File: config.mk
export PLATFORM = sky130hd
export DESIGN_NAME = i2c_master_tx
export DESIGN_NICKNAME = d
export VERILOG_FILES = /design/src/rtl/i2c_pkg.sv /design/src/rtl/i2c_bit_timer.sv /design/src/rtl/i2c_master_tx.sv
export SDC_FILE = /design/constraint.sdc
export NUM_CORES = 1
export LEC_CHECK = 0
export CAP_MARGIN = 20
export CORE_UTILIZATION = 50
export CTS_CLUSTER_DIAMETER = 30
export DETAILED_ROUTE_END_ITERATION = 10
export PLACE_DENSITY_LB_ADDON = 0.15
export SYNTH_ARGS = -nofsm -noshare
export SYNTH_HDL_FRONTEND = slang
export SYNTH_SLANG_ARGS = --single-unit
File: constraint.sdc
create_clock -name clock -period 3.7 [get_ports clock]
set_input_delay 0.74 -clock clock [delete_from_list [all_inputs] [get_ports clock]]
set_output_delay 0.74 -clock clock [all_outputs]
set_load 0.01 [all_outputs]
File: src/rtl/i2c_pkg.sv
// Shared types and constants for the write-only I2C master byte engine.
// FSM state encoding, bit-phase numbering and I2C direction/address constants.
package i2c_pkg;

  typedef enum logic [3:0] {
    IDLE,
    START,
    ADDR,
    ADDR_ACK,
    FETCH,
    FETCH_WAIT,
    DATA,
    DATA_ACK,
    STOP
  } state_e;

  localparam logic [1:0] P0 = 2'd0;
  localparam logic [1:0] P1 = 2'd1;
  localparam logic [1:0] P2 = 2'd2;
  localparam logic [1:0] P3 = 2'd3;

  localparam logic I2C_WRITE = 1'b0;
  localparam logic I2C_READ  = 1'b1;

  localparam int I2C_ADDR_W = 7;

  // SCL is pulled low during the first half of every bit.
  function automatic logic scl_low(input logic [1:0] phase);
    return (phase == P0) || (phase == P1);
  endfunction

endpackage

File: src/rtl/i2c_bit_timer.sv
// Quarter-SCL-period divider: phase advances every clk_div cycles, phase_last_o marks each phase's final cycle.
// Synchronous hold_i parks it at P0/count 0 so the next bit starts with a full first phase.
module i2c_bit_timer
  import i2c_pkg::*;
#(
  parameter int unsigned clk_div = 250
) (
  input  logic       clock,
  input  logic       reset,
  input  logic       hold_i,
  output logic [1:0] phase_o,
  output logic       phase_last_o
);

  localparam int unsigned CW = (clk_div > 1) ? $clog2(clk_div) : 1;
  localparam logic [CW-1:0] CNT_LAST = CW'(clk_div - 1);

  logic [CW-1:0] cnt_q, cnt_d;
  logic [1:0]    phase_q, phase_d;

  always_comb begin
    cnt_d   = cnt_q;
    phase_d = phase_q;
    if (hold_i) begin
      cnt_d   = '0;
      phase_d = P0;
    end else if (cnt_q == CNT_LAST) begin
      cnt_d   = '0;
      phase_d = phase_q + 2'd1;
    end else begin
      cnt_d = cnt_q + 1'b1;
    end
  end

  always_ff @(posedge clock or posedge reset) begin
    if (reset) begin
      cnt_q   <= '0;
      phase_q <= P0;
    end else begin
      cnt_q   <= cnt_d;
      phase_q <= phase_d;
    end
  end

  assign phase_o      = phase_q;
  assign phase_last_o = !hold_i && (cnt_q == CNT_LAST);

endmodule

File: src/rtl/i2c_master_tx.sv
// Write-only I2C master: START, address+W, byte_count FIFO bytes with ACK checks, STOP; busy from the cycle after accept.
// One FIFO pop per byte (data registered one cycle later); NACK or an empty FIFO aborts straight to STOP.
module i2c_master_tx
  import i2c_pkg::*;
#(
  parameter int unsigned clk_div = 250
) (
  input  logic                  clock,
  input  logic                  reset,
  input  logic                  start_req,
  input  logic [I2C_ADDR_W-1:0] slave_addr,
  input  logic [7:0]            byte_count,
  output logic                  fifo_rd_req,
  input  logic [7:0]            fifo_rd_data,
  input  logic                  fifo_empty,
  input  logic                  sda_in,
  output logic                  scl_oe,
  output logic                  sda_oe,
  output logic                  busy,
  output logic                  done,
  output logic                  nack,
  output logic                  underflow
);

  state_e     state_q, state_d;
  logic [7:0] shift_q, shift_d;
  logic [7:0] cnt_q, cnt_d;
  logic [2:0] bit_q, bit_d;
  logic       ack_q, ack_d;
  logic       nack_q, nack_d;
  logic       uf_q, uf_d;
  logic       done_q, done_d;

  logic [1:0] phase;
  logic       phase_last;
  logic       timer_hold;
  logic       bit_end;
  logic       last_byte;

  assign timer_hold = (state_q == IDLE) || (state_q == FETCH) || (state_q == FETCH_WAIT);
  assign bit_end    = phase_last && (phase == P3);
  // The address ACK precedes any data byte; a data ACK closes the last one when one byte remains.
  assign last_byte  = (state_q == ADDR_ACK) ? (cnt_q == 8'd0) : (cnt_q == 8'd1);

  i2c_bit_timer #(
    .clk_div(clk_div)
  ) u_bit_timer (
    .clock       (clock),
    .reset       (reset),
    .hold_i      (timer_hold),
    .phase_o     (phase),
    .phase_last_o(phase_last)
  );

  always_comb begin
    state_d     = state_q;
    shift_d     = shift_q;
    cnt_d       = cnt_q;
    bit_d       = bit_q;
    ack_d       = ack_q;
    nack_d      = nack_q;
    uf_d        = uf_q;
    done_d      = 1'b0;
    fifo_rd_req = 1'b0;
    scl_oe      = 1'b0;
    sda_oe      = 1'b0;

    case (state_q)
      IDLE: begin
        if (start_req) begin
          state_d = START;
          shift_d = {slave_addr, I2C_WRITE};
          cnt_d   = byte_count;
          bit_d   = 3'd0;
          nack_d  = 1'b0;
          uf_d    = 1'b0;
        end
      end

      START: begin
        sda_oe = (phase != P0);
        scl_oe = (phase == P3);
        if (bit_end) begin
          state_d = ADDR;
        end
      end

      ADDR, DATA: begin
        scl_oe = scl_low(phase);
        sda_oe = ~shift_q[7];
        if (bit_end) begin
          shift_d = {shift_q[6:0], 1'b0};
          bit_d   = bit_q + 3'd1;
          if (bit_q == 3'd7) begin
            state_d = (state_q == ADDR) ? ADDR_ACK : DATA_ACK;
          end
        end
      end

      ADDR_ACK, DATA_ACK: begin
        scl_oe = scl_low(phase);
        if (phase_last && (phase == P2)) begin
          ack_d = sda_in;
        end
        if (bit_end) begin
          if (ack_q) begin
            nack_d  = 1'b1;
            state_d = STOP;
          end else if (last_byte) begin
            state_d = STOP;
          end else begin
            if (state_q == DATA_ACK) begin
              cnt_d = cnt_q - 8'd1;
            end
            state_d = FETCH;
          end
        end
      end

      FETCH: begin
        scl_oe = 1'b1;
        sda_oe = 1'b1;
        if (fifo_empty) begin
          uf_d    = 1'b1;
          state_d = STOP;
        end else begin
          fifo_rd_req = 1'b1;
          state_d     = FETCH_WAIT;
        end
      end

      FETCH_WAIT: begin
        scl_oe  = 1'b1;
        sda_oe  = 1'b1;
        shift_d = fifo_rd_data;
        bit_d   = 3'd0;
        state_d = DATA;
      end

      STOP: begin
        scl_oe = (phase == P0);
        sda_oe = (phase != P3);
        if (bit_end) begin
          done_d  = 1'b1;
          state_d = IDLE;
        end
      end

      default: begin
        state_d = IDLE;
      end
    endcase
  end

  always_ff @(posedge clock or posedge reset) begin
    if (reset) begin
      state_q <= IDLE;
      shift_q <= 8'd0;
      cnt_q   <= 8'd0;
      bit_q   <= 3'd0;
      ack_q   <= 1'b0;
      nack_q  <= 1'b0;
      uf_q    <= 1'b0;
      done_q  <= 1'b0;
    end else begin
      state_q <= state_d;
      shift_q <= shift_d;
      cnt_q   <= cnt_d;
      bit_q   <= bit_d;
      ack_q   <= ack_d;
      nack_q  <= nack_d;
      uf_q    <= uf_d;
      done_q  <= done_d;
    end
  end

  assign busy      = (state_q != IDLE);
  assign done      = done_q;
  assign nack      = nack_q;
  assign underflow = uf_q;

endmodule
# After elaboration in Yosys (flattened, before gate mapping)
# Cells that the tools add are included.
dict set report totals {
  n_memories 0
  romBits 0
  inputBits 28
  ff_bits 37
  ram_bits 0
  word_cells 107
  latchBits 0
}
dict set report classes {
  n_reduce_logical 26
  eq_ne 26
  mul 0
  addsub 4
  shifts 0
  order_cmp 0
  n_div 0
  bitwise_logic 1
  mux 40
}
# operator n
set op_table {}
lappend op_table {{2-to-1 mux 8 bit} 9}
lappend op_table {{2-to-1 mux 4 bit} 9}
lappend op_table {{case mux 4 bit (7 select lines)} 1}
lappend op_table {{inequality test 2 bit, second input constant} 12}
lappend op_table {{case mux 8 bit (3 select lines)} 1}
lappend op_table {{equality test 4 x 3 -> 1 bit, second input constant} 4}
lappend op_table {{case mux 8 bit (2 select lines)} 1}
lappend op_table {{AND reduction 6 bit} 2}
lappend op_table {{2-to-1 mux 1 bit} 9}
lappend op_table {{2-to-1 mux 3 bit} 3}
lappend op_table {{case mux 3 bit (3 select lines)} 1}
lappend op_table {{adder 8 x 1 -> 8 bit, second input constant} 1}
lappend op_table {{equality test 4 x 2 -> 1 bit, second input constant} 2}
lappend op_table {{equality test 8 x 1 -> 1 bit, second input constant} 1}
lappend op_table {{equality test 8 bit, second input constant} 1}
lappend op_table {{logical NOT 8 bit} 1}
lappend op_table {{case mux 1 bit (4 select lines)} 2}
lappend op_table {{nonzero test 2 bit} 4}
lappend op_table {{subtractor 8 x 1 -> 8 bit, second input constant} 1}
lappend op_table {{AND reduction 3 bit} 2}
lappend op_table {{OR reduction 2 bit} 3}
lappend op_table {{equality test 2 bit, second input constant} 2}
lappend op_table {{equality test 4 x 1 -> 1 bit, second input constant} 1}
lappend op_table {{equality test 4 bit, second input constant} 1}
lappend op_table {{17 further kinds} 23}

# Logic depth before layout (Yosys ltp)
# Gate-level depths: netlist (run 1).
dict set report depth {
  depth_word 8
  depth_mapped 8
}

# Cells and area by module
# A second synthesis (run 1) with hierarchy kept.
dict set report unflattened {
  hier_cells 246
  area_unflattened_um2 2238.4
}
# mod n_inst cells_per_inst area_each_um2
set by_module_without_submodules {}
lappend by_module_without_submodules {i2c_master_tx 1 194 1729.2}
lappend by_module_without_submodules {i2c_bit_timer 1 52 509.2}

# Worst setup path after synthesis (run 1)
# No wires, ideal clock.
dict set report synth_timing {
  path_type {reg-to-output}
  from {register u_bit_timer.phase_q[0], in the netlist u_bit_timer.phase_o[0]}
  to {output port sda_oe}
  slack_ns 1.778
  stages_incl_launch_ff 7
  required_ns 2.960
  n_path_buf 0
  arrival_ns 1.182
  path_cell_list {dfrtp_1 -> inv_1 -> ha_1 -> nand2b_1 -> a21oi_1 -> nor2_1 -> o22ai_1}
}
dict set report synth_between {
  elab_chain_cells 2
}
# element line_no
set synth_rtl {}
lappend synth_rtl {{start: declaration} i2c_bit_timer.sv:19} ;# logic [1:0] phase_q, phase_d;
lappend synth_rtl {{start signal: assignment} i2c_bit_timer.sv:41} ;# phase_q <= phase_d;
lappend synth_rtl {{inequality test 2 bit or nonzero test 2 bit (tied branches)} {i2c_master_tx.sv:142, i2c_master_tx.sv:81}}
lappend synth_rtl {{case mux 1 bit (4 select lines) *} i2c_master_tx.sv:68} ;# case (state_q)
lappend synth_rtl {{end: declaration} i2c_master_tx.sv:18} ;# output logic sda_oe,
# Mark *: on every way between the ends. The rest lies on a longest branch, timed or not.

# Worst setup path in the final report (run 1)
dict set report layout_timing {
  from {register state_q[0]}
  to {output port scl_oe}
}
dict set report layout_between {
  elab_chain_cells 3
}
# element line_no
set layout_rtl {}
lappend layout_rtl {{start: declaration} i2c_master_tx.sv:25} ;# state_e state_q, state_d;
lappend layout_rtl {{start signal: assignment} i2c_master_tx.sv:166} ;# state_q <= state_d;
lappend layout_rtl {{equality test 4 x 2 -> 1 bit or equality test 4 x 3 -> 1 bit (tied branches)} i2c_master_tx.sv:68}
lappend layout_rtl {{OR reduction 4 bit (no line) or OR reduction 2 bit (tied branches)} n/a}
lappend layout_rtl {{case mux 1 bit (4 select lines) *} i2c_master_tx.sv:68}
lappend layout_rtl {{end: declaration} i2c_master_tx.sv:17} ;# output logic scl_oe,
# Marks and branches as above.

==> impl_metrics.tcl, run 1 <==
set metrics [dict create \
    fmax_mhz 328 \
    finalSetupViolations 0 \
    required_ps 2960 \
    p_int_mw 0.935 \
    n_antenna_cell 0 \
    tritoncts "built" \
    fp.dieW_um 70.2 \
    vias_per_cell 5.76 \
    postCtsSetupBuffers 0 \
    drc 0 \
    hold_violations 0 \
    finalCritPeriodShare_pct 82.4 \
    overflow 0 \
    fin_nets 319 \
    finalMaxSlewViolations 0 \
    p_leak_nw 1.20 \
    grt_setup_unrepaired "false" \
    grt_usage_pct 20.7 \
    synth_edf_count 0 \
    seqCellArea_um2 926 \
    ctsResizeCount 0 \
    clk_pin_slew_ps 80 \
    slew_headroom_pct 55.3 \
    area_growth_pct 20.8 \
    ys_warn_count 0 \
    swShare_pct 35.1 \
    cts_sinks 37 \
    tns_ps 0 \
    syn_area_per_cell_um2 9.38 \
    drtPass1Iterations 4 \
    power_density_nw_per_um2 513 \
    cpMostUsedCell "a21oi_1" \
    crit_arrival_ps 2310 \
    cp_cell_sequence "nor2_2 > and3_1 > a21oi_1 > a21oi_1 > clkdlybuf4s50_1" \
    initial_core_util_pct 52.7 \
    die_h_um 70.2 \
    synth_fp_nets 287 \
    startpoint_type "register" \
    layout.cells.non_filler 333 \
    irDropWorstVdd_uv 324 \
    cp_slowest_cell "dfrtp_1" \
    die_area_um2 4930 \
    grt_start_max_net_pins 38 \
    place.gp.congestion 0.833 \
    p_sw_mw 0.505 \
    ys_seq_elements 37 \
    combinationalPowerShare_pct 31.5 \
    cts_root_buffer "clkbuf_8" \
    core_um2 4410 \
    cap_violations 0 \
    pwr-share-clk_pct 25.8 \
    pwr-share-seq_pct 42.7 \
    multi_input_area_um2 1280 \
    status "finished, final reports clean" \
    worst_slew_pin_slew_ps 670 \
    cts_hold_buf 0 \
    synth_ff_type "dfrtp_1" \
    place.port_buffers 34 \
    seq_area_frac_synth_pct 39.8 \
    ys_types 52 \
    clkLatencyLatePin_ps 290 \
    worstHoldPathType "reg2reg" \
    period_minus_slack_ps 3050 \
    netlist_instances 248 \
    grt_pass1_wl_um 8140 \
    max_stage_delay_ps 630 \
    skew_ps 4.89 \
    totalWireLength_um 4760 \
    via_count 1919 \
    synth.cell_area_um2 2330 \
    numCtsBuffers 5 \
    dp_hpwl_um 3420 \
    path_max_fanout 18 \
    drt-initial-drc-count 94 \
    io_pins 35 \
    htree_num_levels 2 \
    criticalPathCategory "reg2out" \
    placed_cells 325 \
    clockBufferDepth 2 \
    antenna_found_initial 0 \
    n_fill_cell 374 \
    first_global_vias 1767 \
    routedWlPerCell_um 14.3 \
    row_count 24 \
    critPathCaptureType "output pin" \
    async_flop_share_pct 100 \
    drive_gt1_share_pct 13.2 \
    antenna_left 0 \
]
==> cells by family after synthesis <==
family          share of synthesized area, %
simple gates                            20.7
compound gates                          22.8
flops                                   39.8
buf+inv                                 5.06
fa+ha+maj                               5.92
xor+xnor                                2.64
mux                                     3.12
==> placed cells by master (no fill, tap or decap), types with 4 or more instances in the layout <==
master	netlist	routed
a21oi_1	17	17
a22o_1	8	8
and3_1	5	5
buf_4	2	4
clkbuf_8	0	6
clkdlybuf4s50_1	0	34
dfrtp_1	37	37
ha_1	11	11
inv_1	9	9
nand2_1	23	23
nand3_1	8	8
nor2_1	29	29
nor3_1	8	8
o21ai_0	13	13
o21ai_1	8	8
o31ai_1	4	4
xnor2_1	5	5
==> stage by stage <==
step	utilization (%)	setup slack [ps]	hold WS, ps	power (mW)	area (µm²)
2_1_floorplan	-	1780	450	0.957	2330
3_3_place_gp	60.9	1060	467	1.06	2690
3_5_place_dp	60.9	992	475	1.07	2690
4_1_cts	63.6	672	493	1.45	2810
5_1_grt	63.6	571	515	1.52	2810
6_report	63.6	652	489	1.44	2810
==> worst paths after layout <==
| path | startpoint | endpoint | slack, ps | cells past startpoint |
|---|---|---|---|---|
| max | state_q[0]$_DFFE_PP0P_ | scl_oe | 650 | 5 |
| max reg2reg | state_q[0]$_DFFE_PP0P_ | cnt_q[0]$_DFFE_PP0P_ | 1150 | 6 |
| min in group asynchronous | reset | shift_q[0]$_DFFE_PP0P_ | 860 | 3 |
| max in group asynchronous | reset | cnt_q[5]$_DFFE_PP0P_ | 2510 | 3 |
| min | shift_q[6]$_DFFE_PP0P_ | shift_q[6]$_DFFE_PP0P_ | 490 | 2 |
| min reg2reg | shift_q[6]$_DFFE_PP0P_ | shift_q[6]$_DFFE_PP0P_ | 490 | 2 |
==> metal layers <==
metal	vias up	GRT usage, %	wire length (µm)
met3	7	4.33	181
met4	0	6.00	69
met2	41	32.8	2210
met5	-	0	0
met1	925	28.6	2300
li1	946	-	-
==> sequential cells by signal, summed over array words and instances, names as in the netlist <==
register and cells:
u_bit_timer.cnt_q 8, u_bit_timer.phase_o 2, underflow 1, shift_q 8
bit_q 3, done 1, nack 1, cnt_q 8
ack_q 1, state_q 4
==> layout make-up <==
| cell class | count | share of cell area [%] |
|---|---|---|
| sequential | 37 | 33.0 |
| multi-input combinational | 186 | 45.7 |
| tap | 52 | 2.32 |
| clock inverter | 2 | 1.34 |
| timing repair buffer | 38 | 13.2 |
| clock buffer | 6 | 2.94 |
| inverter | 12 | 1.60 |
==> synthesized netlist by cell type (2+ instances only) <==
cell type | number | area, µm²
a211oi_1 | 2 | 15.0
a211oi_2 | 2 | 25.0
a21oi_1 | 17 | 85.1
a22o_1 | 8 | 70.1
a2bb2oi_2 | 2 | 30.0
a31oi_1 | 2 | 12.5
and3_1 | 5 | 31.3
and3b_1 | 2 | 17.5
buf_2 | 7 | 35.0
buf_4 | 2 | 15.0
clkbuf_1 | 3 | 11.3
dfrtp_1 | 37 | 926
ha_1 | 11 | 138
inv_1 | 9 | 33.8
inv_2 | 2 | 7.51
mux2_2 | 2 | 22.5
mux2_4 | 2 | 30.0
mux2i_1 | 2 | 20.0
nand2_1 | 23 | 86.3
nand3_1 | 8 | 40.0
nand3_2 | 2 | 20.0
nor2_1 | 29 | 109
nor2b_2 | 2 | 17.5
nor3_1 | 8 | 40.0
nor3b_1 | 2 | 15.0
o21a_1 | 2 | 15.0
o21ai_0 | 13 | 65.1
o21ai_1 | 8 | 40.0
o22ai_1 | 3 | 18.8
o31ai_1 | 4 | 30.0
xnor2_1 | 5 | 43.8
xor2_1 | 2 | 17.5
==> critical path, delay by kind of cell (launching register included) <==
family | cells | cell delay, ps
compound gates | 2 | 190
buf+inv | 1 | 550
flops | 1 | 630
simple gates | 2 | 640
==> power by group through the flow <==
| stage | Sequential, mW | Clock (mW) | Combinational [mW] |
|---|---|---|---|
| after floorplan | 0.571 | 0 | 0.386 |
| after global placement | 0.617 | 0 | 0.444 |
| after detailed placement | 0.621 | 0 | 0.453 |
| after CTS | 0.614 | 0.380 | 0.455 |
| after global routing | 0.632 | 0.388 | 0.502 |
| final | 0.616 | 0.372 | 0.453 |
Note: power is estimated with default switching activity, not from simulation.
==> inputs of run 2 (changes only) <==
==> constraint.sdc (replaced) <==
create_clock -name clock -period 2.81 [get_ports clock]
set_input_delay 0.562 -clock clock [delete_from_list [all_inputs] [get_ports clock]]
set_output_delay 0.562 -clock clock [all_outputs]
set_load 0.01 [all_outputs]
==> run 2 against run 1 <==
- sequential share of layout area down 0.29 points
- critical path depth up 2
- clock power up 26%
- clock skew up 3.1 ps
- sequential cell count unchanged
- global-route usage up 0.62 points
- hold slack worse by 1.7 ps
- final area up 0.89%
- first-iteration DRC count down 22%
- critical endpoint is now sda_oe
- largest power group unchanged
- highest routed layer unchanged
==> impl_metrics.tcl, run 2 (synthesis gave the netlist of run 1 again) <==
set metrics [dict create \
    cp_top_family "buffers and inverters" \
    grt_usage_pct 21.3 \
    cts_root_buffer "clkbuf_8" \
    antenna_left 0 \
    finalSetupViolations 0 \
    startpoint_type "register" \
    hold_path_end "bit_q[1]$_DFFE_PP0P_" \
    cts_sinks 37 \
    fmax_mhz 383 \
    max_stage_delay_ps 560 \
    initial_core_util_pct 52.7 \
    place.port_buffers 34 \
    tritoncts "built" \
    skew_ps 8.02 \
    path_max_fanout 4 \
    drc 0 \
    final_common_cell "dfrtp_1" \
    p_int_mw 1.23 \
    r2r-end "cnt_q[4]$_DFFE_PP0P_" \
    grt_start_max_net_pins 38 \
    n_fill_cell 381 \
    placed_cells 329 \
    swShare_pct 35.0 \
    die_h_um 70.2 \
    reg.largest.list "cnt_q (8), shift_q (8), u_bit_timer.cnt_q (8)" \
    p_sw_mw 0.666 \
    grt_pass1_wl_um 8220 \
    cts_hold_buf 0 \
    cap_violations 0 \
    routedWlPerCell_um 13.8 \
    met1Wirelength_um 2200 \
    slew_headroom_pct 47.4 \
    dp_hpwl_um 3320 \
    min_from "bit_q[1]$_DFFE_PP0P_" \
    hold_violations 0 \
    die_area_um2 4930 \
    cp_slowest_cell "clkdlybuf4s50_1" \
    criticalPathCategory "reg2out" \
    n_antenna_cell 0 \
    pwr-share-seq_pct 40.5 \
    fin_nets 323 \
    required_ps 2250 \
    clockBufferDepth 2 \
    vias_per_cell 5.67 \
    finalCritPeriodShare_pct 92.9 \
    crit_buf_inv 2 \
    status "finished, final reports clean" \
    drive_gt1_share_pct 14.4 \
    top_layer "met4" \
    core_um2 4410 \
    r2r_cells 5 \
    layout_common_cells "dfrtp_1, clkdlybuf4s50_1, nor2_1" \
    crit_arrival_ps 2050 \
    clkLatencyLatePin_ps 290 \
    postCtsSetupBuffers 0 \
    layout.cells.non_filler 337 \
    overflow 0 \
    area_growth_pct 21.8 \
    finalMaxSlewViolations 0 \
    io_pins 35 \
    worstHoldPathType "reg2reg" \
    ff2ff_setup_slack_ps 550 \
    via_count 1911 \
    wl_met3_um 214 \
    p_leak_nw 1.22 \
    critPathCaptureType "output pin" \
    pwr-share-clk_pct 24.6 \
    grt_setup_unrepaired "false" \
    row_count 24 \
    numCtsBuffers 5 \
    irDropWorstVdd_uv 492 \
    fp.dieW_um 70.2 \
    r2r_start "state_q[3]$_DFFE_PP0P_" \
    antenna_found_initial 0 \
    drt-initial-drc-count 73 \
    ctsResizeCount 0 \
    clk_pin_slew_ps 80 \
    met2_length_um 2230 \
    totalWireLength_um 4670 \
    period_minus_slack_ps 2610 \
    cp_cell_sequence "inv_1 > ha_1 > nand2b_1 > a21oi_1 > nor2_1 > o22ai_1 > clkdlybuf4s50_1" \
    htree_num_levels 2 \
    tns_ps 0 \
    worst_slew_pin_slew_ps 784 \
    place.gp.congestion 0.829 \
    power_density_nw_per_um2 671 \
    drtPass1Iterations 5 \
    min_path_cells 2 \
    combinationalPowerShare_pct 34.9 \
    first_global_vias 1789 \
]
[run 2: cell types whose count changed in the layout (fill, tap and decap cells not counted), sizes merged]
cell    change
clkinv      +1
buf         +4
clkbuf      -1
[run 2: metrics by stage]
step | setup WS (ps) | util, % | area, µm² | hold WS, ps | power [mW]
final | 201 | 64.2 | 2830 | 487 | 1.90
after global routing | 82.5 | 64.2 | 2830 | 517 | 2.04
after CTS | 195 | 64.2 | 2830 | 493 | 1.91
after detailed placement | 526 | 61.6 | 2720 | 477 | 1.44
after global placement | 565 | 61.6 | 2720 | 465 | 1.43
after floorplan | 1030 | - | 2330 | 450 | 1.26
[run 2: routing by layer]
metal | vias to the layer above | GRT usage (%)
met3 | 4 | 5.92
met1 | 889 | 29.0
met2 | 56 | 33.2
met5 | - | 0
li1 | 962 | -
met4 | 0 | 6.22
[run 2: cell type report]
cell class | instances | area (µm²) | area share, %
clock inverter | 3 | 46.3 | 1.63
inverter | 12 | 45.0 | 1.59
multi-input combinational | 186 | 1280 | 45.3
timing repair buffer | 42 | 400 | 14.1
sequential | 37 | 926 | 32.7
clock buffer | 5 | 68.8 | 2.43
tap | 52 | 65.1 | 2.30
[run 2: how the worst max path moves through the flow]
stage,from,end,depth (start not counted)
final,u_bit_timer.phase_o[0]$_DFFE_PP0P_,sda_oe,7
after global placement,u_bit_timer.phase_o[0]$_DFFE_PP0P_,sda_oe,7
after detailed placement,u_bit_timer.phase_o[0]$_DFFE_PP0P_,sda_oe,7
after CTS,u_bit_timer.phase_o[0]$_DFFE_PP0P_,sda_oe,7
after global routing,u_bit_timer.phase_o[0]$_DFFE_PP0P_,scl_oe,6
after floorplan,u_bit_timer.phase_o[0]$_DFFE_PP0P_,state_q[0]$_DFFE_PP0P_,6
[run 2: worst min-delay path, cell delays in order (launching register included)]
cell and delay (ps):
dfrtp_1 350, nand2_1 50, o21ai_0 60
[run 2: power by group through the flow]
stage,logic [mW],clock network (mW),registers (mW)
detailed placement,0.664,0,0.779
global placement,0.656,0,0.778
finish,0.664,0.467,0.770
floorplan,0.509,0,0.752
CTS,0.665,0.479,0.770
global route,0.742,0.503,0.791
==> inputs of run 3 (changes only) <==
--- a/config.mk
+++ b/config.mk
@@ -10,6 +10,7 @@
 export CTS_CLUSTER_DIAMETER = 30
 export DETAILED_ROUTE_END_ITERATION = 10
 export PLACE_DENSITY_LB_ADDON = 0.15
+export RECOVER_POWER = 50
 export SYNTH_ARGS = -nofsm -noshare
 export SYNTH_HDL_FRONTEND = slang
 export SYNTH_SLANG_ARGS = --single-unit
==> run 3 against run 2 <==
- clock skew is essentially flat
- highest routed layer unchanged
- total power is 0.65% lower
- clock power hardly changed
- utilization decreased by 0.40 points
- maximum frequency barely moved
- sequential share of layout area rose by 0.20 points
==> impl_metrics.tcl, run 3 (synthesis gave the netlist of run 1 again) <==
set metrics [dict create \
    final_common_cell "dfrtp_1" \
    min_from "bit_q[1]$_DFFE_PP0P_" \
    cts_hold_buf 0 \
    tns_ps 0 \
    vias_per_cell 5.68 \
    required_ps 2250 \
    cap_violations 0 \
    drt-initial-drc-count 74 \
    antenna_left 0 \
    postPlaceCellArea_um2 2720 \
    numCtsBuffers 5 \
    initial_core_util_pct 52.7 \
    r2r_start "state_q[3]$_DFFE_PP0P_" \
    min_path_cells 2 \
    hold_path_end "bit_q[1]$_DFFE_PP0P_" \
    worst_slew_pin_slew_ps 913 \
    ff2ff_setup_slack_ps 550 \
    worstHoldPathType "reg2reg" \
    crit_arrival_ps 2050 \
    ctsResizeCount 0 \
    reg.largest.list "cnt_q (8), shift_q (8), u_bit_timer.cnt_q (8)" \
    grt_setup_unrepaired "false" \
    skew_ps 8.04 \
    place.gp.congestion 0.829 \
    irDropWorstVdd_uv 492 \
    slew_headroom_pct 39.1 \
    r2r_cells 5 \
    clk_pin_slew_ps 80 \
    period_minus_slack_ps 2610 \
    place.port_buffers 34 \
    die_area_um2 4930 \
    totalWireLength_um 4680 \
    startpoint_type "register" \
    postLayoutCellArea_um2 2820 \
    htree_num_levels 2 \
    row_count 24 \
    drive_gt1_share_pct 13.7 \
    grt_usage_pct 21.3 \
    dp_hpwl_um 3320 \
    first_global_vias 1789 \
    finalSetupViolations 0 \
    total_power_mw 1.89 \
    n_antenna_cell 0 \
    r2r-end "cnt_q[4]$_DFFE_PP0P_" \
    via_count 1914 \
    antenna_found_initial 0 \
    status "finished, final reports clean" \
    cts_root_buffer "clkbuf_8" \
    postCtsSetupBuffers 0 \
    layout_common_cells "dfrtp_1, clkdlybuf4s50_1, nor2_1" \
    cts_sinks 37 \
    die_h_um 70.2 \
    hold_violations 0 \
    p_leak_nw 1.18 \
    area_growth_pct 21.1 \
    finalCritPeriodShare_pct 92.8 \
    clockBufferDepth 2 \
    fin_nets 323 \
    grt_pass1_wl_um 8220 \
    core_um2 4410 \
    drc 0 \
    criticalPathCategory "reg2out" \
    fp.dieW_um 70.2 \
    critPathCaptureType "output pin" \
    finalMaxSlewViolations 0 \
    power_density_nw_per_um2 670 \
    utilization_pct 63.8 \
    routedWlPerCell_um 13.9 \
    drtPass1Iterations 4 \
    path_max_fanout 4 \
    grt_start_max_net_pins 38 \
    clkLatencyLatePin_ps 290 \
    overflow 0 \
    tritoncts "built" \
    io_pins 35 \
    fmax_mhz 383 \
]
==> run 3: cell count changes in the layout (fill, tap and decap cells not counted) <==
| cell | before | now |
|---|---|---|
| clkdlybuf4s50_1 | 34 | 33 |
| nand4b_1 | 0 | 1 |
| or2_2 | 1 | 0 |
| or2_0 | 0 | 1 |
| nand4b_4 | 1 | 0 |
| dlygate4sd3_1 | 0 | 1 |
| buf_4 | 8 | 7 |
| clkbuf_2 | 0 | 1 |
==> run 3: critical path: stages, from the launching register on <==
cell	delay [ps]
dfrtp_1	410
inv_1	80
ha_1	230
nand2b_1	150
a21oi_1	140
nor2_1	50
o22ai_1	130
clkdlybuf4s50_1	560
==> run 3: layout make-up <==
class | instances | area (µm²)
fillers | 384 | 1600
multi-input cells | 186 | 1270
flip-flops and latches | 37 | 926
repair buffers | 42 | 398
clock buffers | 5 | 68.8
well taps | 52 | 65.1
clock inverters | 3 | 46.3
inverters | 12 | 45.0
==> run 3: through the flow <==
step / setup slack, ps / hold WS, ps / std cells
global placement: 565 / 465 / 329
detailed placement: 526 / 477 / 329
floorplan: 1030 / 450 / 248
CTS: 195 / 493 / 337
global route: 82.5 / 517 / 337
finish: 201 / 487 / 337
==> run 3: power by group <==
part | switching (mW) | internal (mW) | total, mW
sequential | 0.106 | 0.663 | 0.770
clock | 0.201 | 0.266 | 0.467
combinational | 0.352 | 0.299 | 0.652
==> run 3: how the worst max path moves through the flow <==
stage / startpoint / end / slack (ps) / cells past startpoint
4_1_cts: u_bit_timer.phase_o[0]$_DFFE_PP0P_ / sda_oe / 200 / 7
3_5_place_dp: u_bit_timer.phase_o[0]$_DFFE_PP0P_ / sda_oe / 530 / 7
3_3_place_gp: u_bit_timer.phase_o[0]$_DFFE_PP0P_ / sda_oe / 560 / 7
5_1_grt: u_bit_timer.phase_o[0]$_DFFE_PP0P_ / scl_oe / 80 / 6
2_1_floorplan: u_bit_timer.phase_o[0]$_DFFE_PP0P_ / state_q[0]$_DFFE_PP0P_ / 1030 / 6
6_report: u_bit_timer.phase_o[0]$_DFFE_PP0P_ / sda_oe / 200 / 7
==> run 3: routing by layer <==
layer  vias up  global-route usage (%)  wire length, µm
met5         -                       0                0
met2        59                    33.2             2240
met4         0                    6.22               29
met1       891                    29.0             2190
met3         4                    5.92              215
li1        960                       -                -
